==> config.mk <==
export PLATFORM = sky130hd
export DESIGN_NAME = conv_window_addr_gen_flat
export DESIGN_NICKNAME = d
export VERILOG_FILES = /design/src/rtl/conv_pkg.sv /design/src/rtl/conv_window_addr_gen_if.sv /design/src/rtl/conv_kernel_cnt.sv /design/src/rtl/conv_window_addr_gen.sv /design/src/flat_wrapper.sv
export SDC_FILE = /design/constraint.sdc
export NUM_CORES = 1
export LEC_CHECK = 0
export CAP_MARGIN = 20
export CORE_MARGIN = 5
export CORE_UTILIZATION = 30
export CTS_CLUSTER_SIZE = 40
export DETAILED_ROUTE_END_ITERATION = 10
export PLACE_DENSITY = 0.59
export SYNTH_ARGS = -nofsm -noshare
export SYNTH_HDL_FRONTEND = slang
export SYNTH_HIERARCHICAL = 1
export SYNTH_SLANG_ARGS = --single-unit
==> constraint.sdc <==
create_clock -name clk -period 2.7 [get_ports clk]
set_input_delay 0.54 -clock clk [delete_from_list [all_inputs] [get_ports clk]]
set_output_delay 0.54 -clock clk [all_outputs]
set_load 0.02 [all_outputs]
==> src/rtl/conv_pkg.sv <==
// Shared sizing for the 3D-convolution datapath: defaults, derived dimensions and address widths.
// Latency: none (compile-time constants and constant functions only).
// Backpressure: not applicable.
// Optional feature macro: CONV_ZERO_PAD_EN (adds the zero-padding border to the output dimensions).
package conv_pkg;

   // 1 when the zero-padding border is compiled in. Without it PAD is multiplied away.
`ifdef CONV_ZERO_PAD_EN
   localparam int PAD_ON = 1;
`else
   localparam int PAD_ON = 0;
`endif

   // Bits needed to address 'depth' entries. Never returns 0, so a depth-1 RAM still gets a 1-bit port.
   function automatic int clog2w(input int depth);
      int w;
      w = 0;
      while ((1 << w) < depth) w = w + 1;
      return (w < 1) ? 1 : w;
   endfunction

   // Elements in one kernel window.
   function automatic int win_len(input int k, input int ch);
      return k * k * ch;
   endfunction

   // Window positions along one axis of the (optionally padded) input map.
   function automatic int out_dim(input int img, input int k, input int stride, input int pad);
      return (img + 2 * pad - k) / stride + 1;
   endfunction

   function automatic int in_aw(input int h, input int w, input int ch);
      return clog2w(h * w * ch);
   endfunction

   function automatic int w_aw(input int nf, input int k, input int ch);
      return clog2w(nf * win_len(k, ch));
   endfunction

   function automatic int o_aw(input int nf, input int oh, input int ow);
      return clog2w(nf * oh * ow);
   endfunction

   // Default geometry, shared with the controller and MAC.
   localparam int DEF_IMG_H     = 4;
   localparam int DEF_IMG_W     = 4;
   localparam int DEF_IN_CH     = 2;
   localparam int DEF_K         = 2;
   localparam int DEF_STRIDE    = 1;
   localparam int DEF_N_FILTERS = 2;
   localparam int DEF_PAD       = 1;

   localparam int DEF_OUT_W = out_dim(DEF_IMG_W, DEF_K, DEF_STRIDE, DEF_PAD * PAD_ON);
   localparam int DEF_OUT_H = out_dim(DEF_IMG_H, DEF_K, DEF_STRIDE, DEF_PAD * PAD_ON);
   localparam int DEF_IAW   = in_aw(DEF_IMG_H, DEF_IMG_W, DEF_IN_CH);
   localparam int DEF_WAW   = w_aw(DEF_N_FILTERS, DEF_K, DEF_IN_CH);
   localparam int DEF_OAW   = o_aw(DEF_N_FILTERS, DEF_OUT_H, DEF_OUT_W);

endpackage

==> src/rtl/conv_window_addr_gen_if.sv <==
// Controller/RAM-side bundle of the convolution address generator.
// Latency: none (wires only).
// Backpressure: none; the controller paces everything through the counter controls.
// Ports: master = controller (drives counter controls, reads flags/addresses);
//        slave  = conv_window_addr_gen. pad_zero exists only with CONV_ZERO_PAD_EN.
interface conv_window_addr_gen_if #(
   parameter int IAW = conv_pkg::DEF_IAW,
   parameter int WAW = conv_pkg::DEF_WAW,
   parameter int OAW = conv_pkg::DEF_OAW
);
   // Counter controls from the controller
   logic           rst_cnt_window;
   logic           rst_cnt_col;
   logic           rst_cnt_row;
   logic           cen_cnt_window;
   logic           mac_en;
   logic           sel;
   // Status flags back to the controller
   logic           one_window_done;
   logic           one_row_done;
   logic           done_row;
   // RAM addressing
   logic [IAW-1:0] in_addr;
   logic [WAW-1:0] w_addr;
   logic [OAW-1:0] out_addr;
   logic           addr_valid;
   logic           out_wr_en;
`ifdef CONV_ZERO_PAD_EN
   logic           pad_zero;
`endif

   modport master (
      output rst_cnt_window, rst_cnt_col, rst_cnt_row, cen_cnt_window, mac_en, sel,
      input  one_window_done, one_row_done, done_row,
      input  in_addr, w_addr, out_addr, addr_valid, out_wr_en
`ifdef CONV_ZERO_PAD_EN
      , input pad_zero
`endif
   );

   modport slave (
      input  rst_cnt_window, rst_cnt_col, rst_cnt_row, cen_cnt_window, mac_en, sel,
      output one_window_done, one_row_done, done_row,
      output in_addr, w_addr, out_addr, addr_valid, out_wr_en
`ifdef CONV_ZERO_PAD_EN
      , output pad_zero
`endif
   );

endinterface

==> src/rtl/conv_kernel_cnt.sv <==
// Nested kx (fastest) / ky / c counter walking one kernel window, with a last-element flag.
// Latency: counters update at the clock edge after i_clr/i_en; o_last is combinational from them.
// Backpressure: none; at the last element the counters hold until i_clr, they never wrap.
// Ports: clk, reset (sync, active-high); i_clr zeroes all three (wins over i_en);
//        i_en advances by one element; o_kx/o_ky/o_c current element; o_last = last element.
module conv_kernel_cnt
   import conv_pkg::*;
#(
   parameter int K     = DEF_K,
   parameter int IN_CH = DEF_IN_CH,
   parameter int KW    = clog2w(K),
   parameter int CW    = clog2w(IN_CH)
) (
   input  logic          clk,
   input  logic          reset,
   input  logic          i_clr,
   input  logic          i_en,
   output logic [KW-1:0] o_kx,
   output logic [KW-1:0] o_ky,
   output logic [CW-1:0] o_c,
   output logic          o_last
);

   localparam logic [KW-1:0] K_LAST = KW'(K - 1);
   localparam logic [CW-1:0] C_LAST = CW'(IN_CH - 1);

   logic [KW-1:0] r_kx;
   logic [KW-1:0] r_ky;
   logic [CW-1:0] r_c;
   logic          w_last;

   assign w_last = (r_kx == K_LAST) && (r_ky == K_LAST) && (r_c == C_LAST);

   always_ff @(posedge clk) begin
      if (reset || i_clr) begin
         r_kx <= '0;
         r_ky <= '0;
         r_c  <= '0;
      end else if (i_en && !w_last) begin
         // Ripple carry kx -> ky -> c. Excluding w_last guarantees c never overflows.
         if (r_kx != K_LAST) begin
            r_kx <= r_kx + 1'b1;
         end else begin
            r_kx <= '0;
            if (r_ky != K_LAST) begin
               r_ky <= r_ky + 1'b1;
            end else begin
               r_ky <= '0;
               r_c  <= r_c + 1'b1;
            end
         end
      end
   end

   assign o_kx   = r_kx;
   assign o_ky   = r_ky;
   assign o_c    = r_c;
   assign o_last = w_last;

endmodule

==> src/rtl/conv_window_addr_gen.sv <==
// Window/column/row counters and feature, weight and result RAM address generation for 3D conv.
// Latency: in_addr/w_addr/addr_valid(/pad_zero) registered, 1 cycle; flags, out_wr_en, out_addr combinational.
// Backpressure: none; the controller steps the counters explicitly and the MAC consumes every valid address.
// Ports: clk, reset (sync, active-high); io_bus (slave side of conv_window_addr_gen_if) carries the
//        counter controls in and the status flags / RAM addresses out.
// Optional feature macro: CONV_ZERO_PAD_EN (virtual PAD border, pad_zero output).
module conv_window_addr_gen
   import conv_pkg::*;
#(
   parameter int IMG_H     = DEF_IMG_H,
   parameter int IMG_W     = DEF_IMG_W,
   parameter int IN_CH     = DEF_IN_CH,
   parameter int K         = DEF_K,
   parameter int STRIDE    = DEF_STRIDE,
   parameter int N_FILTERS = DEF_N_FILTERS,
   parameter int PAD       = DEF_PAD
) (
   input  logic                   clk,
   input  logic                   reset,
   conv_window_addr_gen_if.slave  io_bus
);

   // PAD contributes to the geometry only when the padding border is compiled in.
   localparam int PAD_EFF = PAD * PAD_ON;
   localparam int WIN_LEN = win_len(K, IN_CH);
   localparam int OUT_W   = out_dim(IMG_W, K, STRIDE, PAD_EFF);
   localparam int OUT_H   = out_dim(IMG_H, K, STRIDE, PAD_EFF);
   localparam int IAW     = in_aw(IMG_H, IMG_W, IN_CH);
   localparam int WAW     = w_aw(N_FILTERS, K, IN_CH);
   localparam int OAW     = o_aw(N_FILTERS, OUT_H, OUT_W);
   localparam int KW      = clog2w(K);
   localparam int CW      = clog2w(IN_CH);
   localparam int COLW    = clog2w(OUT_W);
   localparam int ROWW    = clog2w(OUT_H);

   localparam logic [COLW-1:0] COL_LAST = COLW'(OUT_W - 1);
   localparam logic [ROWW-1:0] ROW_LAST = ROWW'(OUT_H - 1);

   // Kernel element position
   logic [KW-1:0]   w_kx;
   logic [KW-1:0]   w_ky;
   logic [CW-1:0]   w_c;
   logic            w_last;

   // Output-map position
   logic [COLW-1:0] r_col_cnt;
   logic [ROWW-1:0] r_row_cnt;
   logic            w_col_last;
   logic            w_row_last;

   // Address datapath
   int              w_vrow;
   int              w_vcol;
   logic            w_pad;
   logic [IAW-1:0]  w_in_addr_nxt;
   logic [WAW-1:0]  w_w_addr_nxt;
   logic [IAW-1:0]  r_in_addr;
   logic [WAW-1:0]  r_w_addr;
   logic            r_addr_valid;
   logic            r_pad_zero;

   conv_kernel_cnt #(
      .K     (K),
      .IN_CH (IN_CH)
   ) u_kernel_cnt (
      .clk    (clk),
      .reset  (reset),
      .i_clr  (io_bus.rst_cnt_window),
      .i_en   (io_bus.cen_cnt_window),
      .o_kx   (w_kx),
      .o_ky   (w_ky),
      .o_c    (w_c),
      .o_last (w_last)
   );

   assign w_col_last = (r_col_cnt == COL_LAST);
   assign w_row_last = (r_row_cnt == ROW_LAST);

   // Column steps when a finished window is cleared; the row steps when the column is cleared
   // from its last position. A row clear overrides a row step in the same cycle.
   always_ff @(posedge clk) begin
      if (reset) begin
         r_col_cnt <= '0;
         r_row_cnt <= '0;
      end else begin
         if (io_bus.rst_cnt_col) begin
            r_col_cnt <= '0;
            if (!io_bus.rst_cnt_row && w_col_last && !w_row_last) begin
               r_row_cnt <= r_row_cnt + 1'b1;
            end
         end else if (io_bus.rst_cnt_window && w_last && !w_col_last) begin
            r_col_cnt <= r_col_cnt + 1'b1;
         end
         if (io_bus.rst_cnt_row) begin
            r_row_cnt <= '0;
         end
      end
   end

   // Address of the element the counters point at now; it is registered so the RAM sees it
   // together with addr_valid on the following cycle.
   always_comb begin
      w_vrow = '0;
      w_vcol = '0;
      w_pad  = 1'b0;
`ifdef CONV_ZERO_PAD_EN
      // Coordinates in the unpadded map; anything outside it reads as a zero operand.
      w_vrow = int'(r_row_cnt) * STRIDE + int'(w_ky) - PAD_EFF;
      w_vcol = int'(r_col_cnt) * STRIDE + int'(w_kx) - PAD_EFF;
      w_pad  = (w_vrow < 0) || (w_vrow >= IMG_H) || (w_vcol < 0) || (w_vcol >= IMG_W);
`else
      w_vrow = int'(r_row_cnt) * STRIDE + int'(w_ky);
      w_vcol = int'(r_col_cnt) * STRIDE + int'(w_kx);
`endif
      if (w_pad) begin
         w_in_addr_nxt = '0;
      end else begin
         w_in_addr_nxt = IAW'(int'(w_c) * IMG_H * IMG_W + w_vrow * IMG_W + w_vcol);
      end
      // Filters sit back-to-back in weight RAM, each laid out c-major, then ky, then kx.
      w_w_addr_nxt = WAW'(int'(io_bus.sel) * WIN_LEN + int'(w_c) * K * K
                          + int'(w_ky) * K + int'(w_kx));
   end

   always_ff @(posedge clk) begin
      if (reset) begin
         r_in_addr    <= '0;
         r_w_addr     <= '0;
         r_addr_valid <= 1'b0;
         r_pad_zero   <= 1'b0;
      end else begin
         r_in_addr    <= w_in_addr_nxt;
         r_w_addr     <= w_w_addr_nxt;
         r_addr_valid <= io_bus.mac_en;
         r_pad_zero   <= w_pad;
      end
   end

   assign io_bus.one_window_done = w_last;
   assign io_bus.one_row_done    = w_col_last;
   assign io_bus.done_row        = w_row_last;
   assign io_bus.in_addr         = r_in_addr;
   assign io_bus.w_addr          = r_w_addr;
   assign io_bus.addr_valid      = r_addr_valid;

   // The window clear is also the accumulator clear, which only lands at the next edge, so the
   // finished sum is still on the MAC output while this strobe is high. Suppressed during reset.
   assign io_bus.out_wr_en = io_bus.rst_cnt_window & w_last & ~reset;
   assign io_bus.out_addr  = OAW'(int'(io_bus.sel) * OUT_H * OUT_W
                                  + int'(r_row_cnt) * OUT_W + int'(r_col_cnt));

`ifdef CONV_ZERO_PAD_EN
   assign io_bus.pad_zero = r_pad_zero;
`else
   // Tracked but not exported: without padding it is constant 0.
   logic w_pad_unused;
   assign w_pad_unused = r_pad_zero;
`endif

endmodule

==> src/flat_wrapper.sv <==
// flat-port wrapper written by rule: the top's interface ports become plain ports
module conv_window_addr_gen_flat import conv_pkg::*;
#(
   parameter int IMG_H     = DEF_IMG_H,
   parameter int IMG_W     = DEF_IMG_W,
   parameter int IN_CH     = DEF_IN_CH,
   parameter int K         = DEF_K,
   parameter int STRIDE    = DEF_STRIDE,
   parameter int N_FILTERS = DEF_N_FILTERS,
   parameter int PAD       = DEF_PAD
)
  (clk, reset, io_bus_rst_cnt_window, io_bus_rst_cnt_col, io_bus_rst_cnt_row, io_bus_cen_cnt_window, io_bus_mac_en, io_bus_sel, io_bus_one_window_done, io_bus_one_row_done, io_bus_done_row, io_bus_in_addr, io_bus_w_addr, io_bus_out_addr, io_bus_addr_valid, io_bus_out_wr_en);
  conv_window_addr_gen_if io_bus_i ();
  input  logic clk;
  input  logic reset;
  input wire logic [$bits(io_bus_i.rst_cnt_window)-1:0] io_bus_rst_cnt_window;
  input wire logic [$bits(io_bus_i.rst_cnt_col)-1:0] io_bus_rst_cnt_col;
  input wire logic [$bits(io_bus_i.rst_cnt_row)-1:0] io_bus_rst_cnt_row;
  input wire logic [$bits(io_bus_i.cen_cnt_window)-1:0] io_bus_cen_cnt_window;
  input wire logic [$bits(io_bus_i.mac_en)-1:0] io_bus_mac_en;
  input wire logic [$bits(io_bus_i.sel)-1:0] io_bus_sel;
  output wire logic [$bits(io_bus_i.one_window_done)-1:0] io_bus_one_window_done;
  output wire logic [$bits(io_bus_i.one_row_done)-1:0] io_bus_one_row_done;
  output wire logic [$bits(io_bus_i.done_row)-1:0] io_bus_done_row;
  output wire logic [$bits(io_bus_i.in_addr)-1:0] io_bus_in_addr;
  output wire logic [$bits(io_bus_i.w_addr)-1:0] io_bus_w_addr;
  output wire logic [$bits(io_bus_i.out_addr)-1:0] io_bus_out_addr;
  output wire logic [$bits(io_bus_i.addr_valid)-1:0] io_bus_addr_valid;
  output wire logic [$bits(io_bus_i.out_wr_en)-1:0] io_bus_out_wr_en;
  assign io_bus_i.rst_cnt_window = io_bus_rst_cnt_window;
  assign io_bus_i.rst_cnt_col = io_bus_rst_cnt_col;
  assign io_bus_i.rst_cnt_row = io_bus_rst_cnt_row;
  assign io_bus_i.cen_cnt_window = io_bus_cen_cnt_window;
  assign io_bus_i.mac_en = io_bus_mac_en;
  assign io_bus_i.sel = io_bus_sel;
  assign io_bus_one_window_done = io_bus_i.one_window_done;
  assign io_bus_one_row_done = io_bus_i.one_row_done;
  assign io_bus_done_row = io_bus_i.done_row;
  assign io_bus_in_addr = io_bus_i.in_addr;
  assign io_bus_w_addr = io_bus_i.w_addr;
  assign io_bus_out_addr = io_bus_i.out_addr;
  assign io_bus_addr_valid = io_bus_i.addr_valid;
  assign io_bus_out_wr_en = io_bus_i.out_wr_en;
  conv_window_addr_gen #(.IMG_H(IMG_H), .IMG_W(IMG_W), .IN_CH(IN_CH), .K(K), .STRIDE(STRIDE), .N_FILTERS(N_FILTERS), .PAD(PAD)) u_core (.clk(clk), .reset(reset), .io_bus(io_bus_i));
endmodule
==> impl_metrics.toml <==
[floorplanning]
initial_utilization_pct = 31.76
placementRows = 19
dieArea_mm2 = 0.004130
fp.dieH_um = 64.27
dieWidth_um = 64.27
io_pins = 27
fp.coreArea_mm2 = 0.002781

[worst_setup_path]
crit_start = "io_bus_sel"
crit_cells = 7
cp_slowest_cell = "fa_1"
r2r_cells = 6
critPathBufInv = 2
path_cells = "buf_2 -> fa_1 -> fa_2 -> fa_2 -> a32o_1 -> a21o_1 -> buf_6"
crit_top_cell = "fa_2"
reg2reg_to = "u_core/r_col_cnt[1]$_SDFFE_PP0P_"
cpLargestDelayFamily = "adder cells"
reg2reg_from = "u_core/r_col_cnt[0]$_SDFFE_PP0P_"
criticalPathCategory = "in -> out"
critPathMaxFanout = 2
endpoint_kind = "output pin"
critPathArrivalTime_ps = 2340
reg2reg_setup_slack_ps = 1140
crit_path_start_kind = "primary input"
crit_required_ps = 2160
crit_end = "io_bus_out_addr[4]"
crit_path_max_incr_delay_ps = 470

[yosys]
synth_seq_cells = 17
syn_inst = 80
syn_avg_cell_area_um2 = 11.04
synth.distinct_cells = 25
ys_seq_area_share_pct = 38.53
yosysWarnings = 6
synthesis.area_um2 = 883.3
synth_nets = 103

[detailed_routing]
wl_met1_um = 827
drtPass1Iterations = 4
drc_errors = 0
wl_met3_um = 100
wl_um = 1914
num_vias = 719
wl_per_cell_um = 12.51
dr_wl_met2_um = 961
drt-initial-drc-count = 20
via_per_inst = 4.699
ant_nets = 0
highest_layer = "met4"

[sta]
fin_crit_ps = 2884
timing.final.crit_share_pct = 106.8
hold_viol = 0
finClkSkew_ps = 3.058
finalWorstSetupSlack_ps = -184.1
rsz0062_at_grt = "yes"
setup_tns_ps = -392.8
fmaxAchievable_ghz = 0.3467
setup_viol = 3
max_slew_margin_pct = 80.60
worst_pin_slew_ps = 290.3
drv_slew = 0

[clock_tree]
clock_latency_ps = 280
htree_levels = 1
clk_path_buf_depth = 2
clock_sinks = 17
cts_inserted_buffers = 3
clk_pin_slew_worst_paths_ps = 100
cts_tree = "built"
cts-root-buf = "clkbuf_4"

[placement]
place_ws_ps = -968.5
dp.cells = 147
port_buffers = 26
dp_hpwl_um = 1519
place.gp.congestion = 0.7473
place_area_mm2 = 0.001266

[grt]
grt_first_pass_wirelength_um = 3201
track_usage_pct = 9.609
antenna_found_initial = 0
grt_max_degree = 18
grt_pass1_vias = 712
overflow = 0

[final_layout]
fill_cells = 271
layout_common_cells = "20 x clkdlybuf4s50_1, 15 x dfxtp_1, 14 x buf_4, 10 x ha_1"
stdcell_count = 153
drive_above_1_share_pct = 27.05
final_common_cell = "clkdlybuf4s50_1"
antennaDiodeCount = 0
nets = 146
utilization_pct = 47.91
fin_area_mm2 = 0.001333
syn2layout_area_growth_pct = 50.85

[power_and_ir_drop]
p_clk_share_pct = 30.6
ir_drop_uv = 212.2
p_sw_uw = 98.72
p_sw_share_pct = 22.79
p_comb_share_pct = 10.1
p_seq_share_pct = 59.2
power.internal_uw = 334.4
power.leakage_nw = 0.6053
power_density_mw_per_mm2 = 325.0

[min_path]
worst_hold_path_type = "reg -> reg"
min-delay-start = "u_core/u_kernel_cnt/o_c$_SDFFE_PP0P_"

[run]
cap_violations = 0

[outcome]
outcome = "complete, but fails checks"
violations = "setup timing"
## repair_timing
action / CTS / global route
hold buffers: 0 / 0
endpoints found under the setup margin: 5 / 4
buffers inserted: 2 / 0
resized for setup: 33 / 3
pin swaps: 6 / 5
## logic make-up (layout without fill, tap and decap cells)
logic type	after synthesis	count (layout)	share of synthesized area [%]
AO/OA/AOI/OAI	11	11	11.33
buffers and inverters	4	46	1.699
flip-flops	17	17	38.53
adder cells (fa/ha/maj)	15	15	24.65
XOR/XNOR	8	8	7.932
AND/OR/NAND/NOR	25	25	15.86
## metal layers
layer,up-vias,GRT usage [%]
met3,2,2.277
li1,362,-
met4,0,3.817
met1,338,11.90
met5,-,0
met2,17,15.92
## area by class of cell
cell class / instances / area (um^2) / area share [%]
timing repair buffer: 39 / 352.8 / 26.48
multi-input combinational: 59 / 560.5 / 42.07
tap: 31 / 38.79 / 2.911
inverter: 3 / 11.26 / 0.8451
clock buffer: 4 / 26.28 / 1.972
sequential: 17 / 342.8 / 25.73
## sequential cells by signal, summed over array words and instances, names as in the netlist
| signal | cells |
|---|---|
| u_core/u_kernel_cnt/o_ky | 1 |
| u_core/r_row_cnt | 2 |
| u_core/io_bus.w_addr | 4 |
| u_core/r_col_cnt | 2 |
| u_core/u_kernel_cnt/o_kx | 1 |
| u_core/io_bus.addr_valid | 1 |
| u_core/io_bus.in_addr | 5 |
| u_core/u_kernel_cnt/o_c | 1 |
## cell usage after synthesis (all sizes together)
cell type	count	area share, %
dfxtp	17	39
ha	11	16
nor2	7	3.0
nor2b	7	5.0
xnor2	6	5.9
fa	4	9.1
a2111oi	3	4.5
a21o	3	2.5
inv	3	1.3
nor3	3	1.7
and3b	2	2.1
nand3	2	1.1
xor2	2	2.0
a21boi	1	0.85
a21oi	1	0.57
a31oi	1	0.71
a32o	1	1.1
a32oi	1	0.99
and3	1	0.71
and4b	1	1.1
clkbuf	1	0.42
nand2	1	0.42
nor4	1	0.71
## worst min-delay path by stage
stage	to	slack, ps	cells past startpoint
3_3_place_gp	u_core/io_bus.w_addr[2]$_SDFF_PP0_	540	1
4_1_cts	u_core/io_bus.w_addr[2]$_SDFF_PP0_	550	1
5_1_grt	u_core/io_bus.w_addr[2]$_SDFF_PP0_	580	1
2_1_floorplan	u_core/io_bus.w_addr[2]$_SDFF_PP0_	500	1
6_report	u_core/io_bus.w_addr[2]$_SDFF_PP0_	540	1
3_5_place_dp	u_core/io_bus.w_addr[2]$_SDFF_PP0_	540	1
## through the flow
stage | hold WS [ps] | power (mW)
after floorplan | 498.2 | 0.2791
after global placement | 538.4 | 0.3072
after detailed placement | 535.1 | 0.3079
after CTS | 549.3 | 0.4403
after global routing | 580.4 | 0.4553
final | 543.2 | 0.4331
## power by group through the flow
| stage | combinational, mW | clock [mW] | sequential (mW) |
|---|---|---|---|
| CTS | 0.0439 | 0.140 | 0.257 |
| detailed placement | 0.0454 | 0 | 0.262 |
| finish | 0.0439 | 0.133 | 0.257 |
| global route | 0.0479 | 0.150 | 0.257 |
| global placement | 0.0448 | 0 | 0.262 |
| floorplan | 0.0133 | 0 | 0.266 |
(Power assumes the default switching activity.)
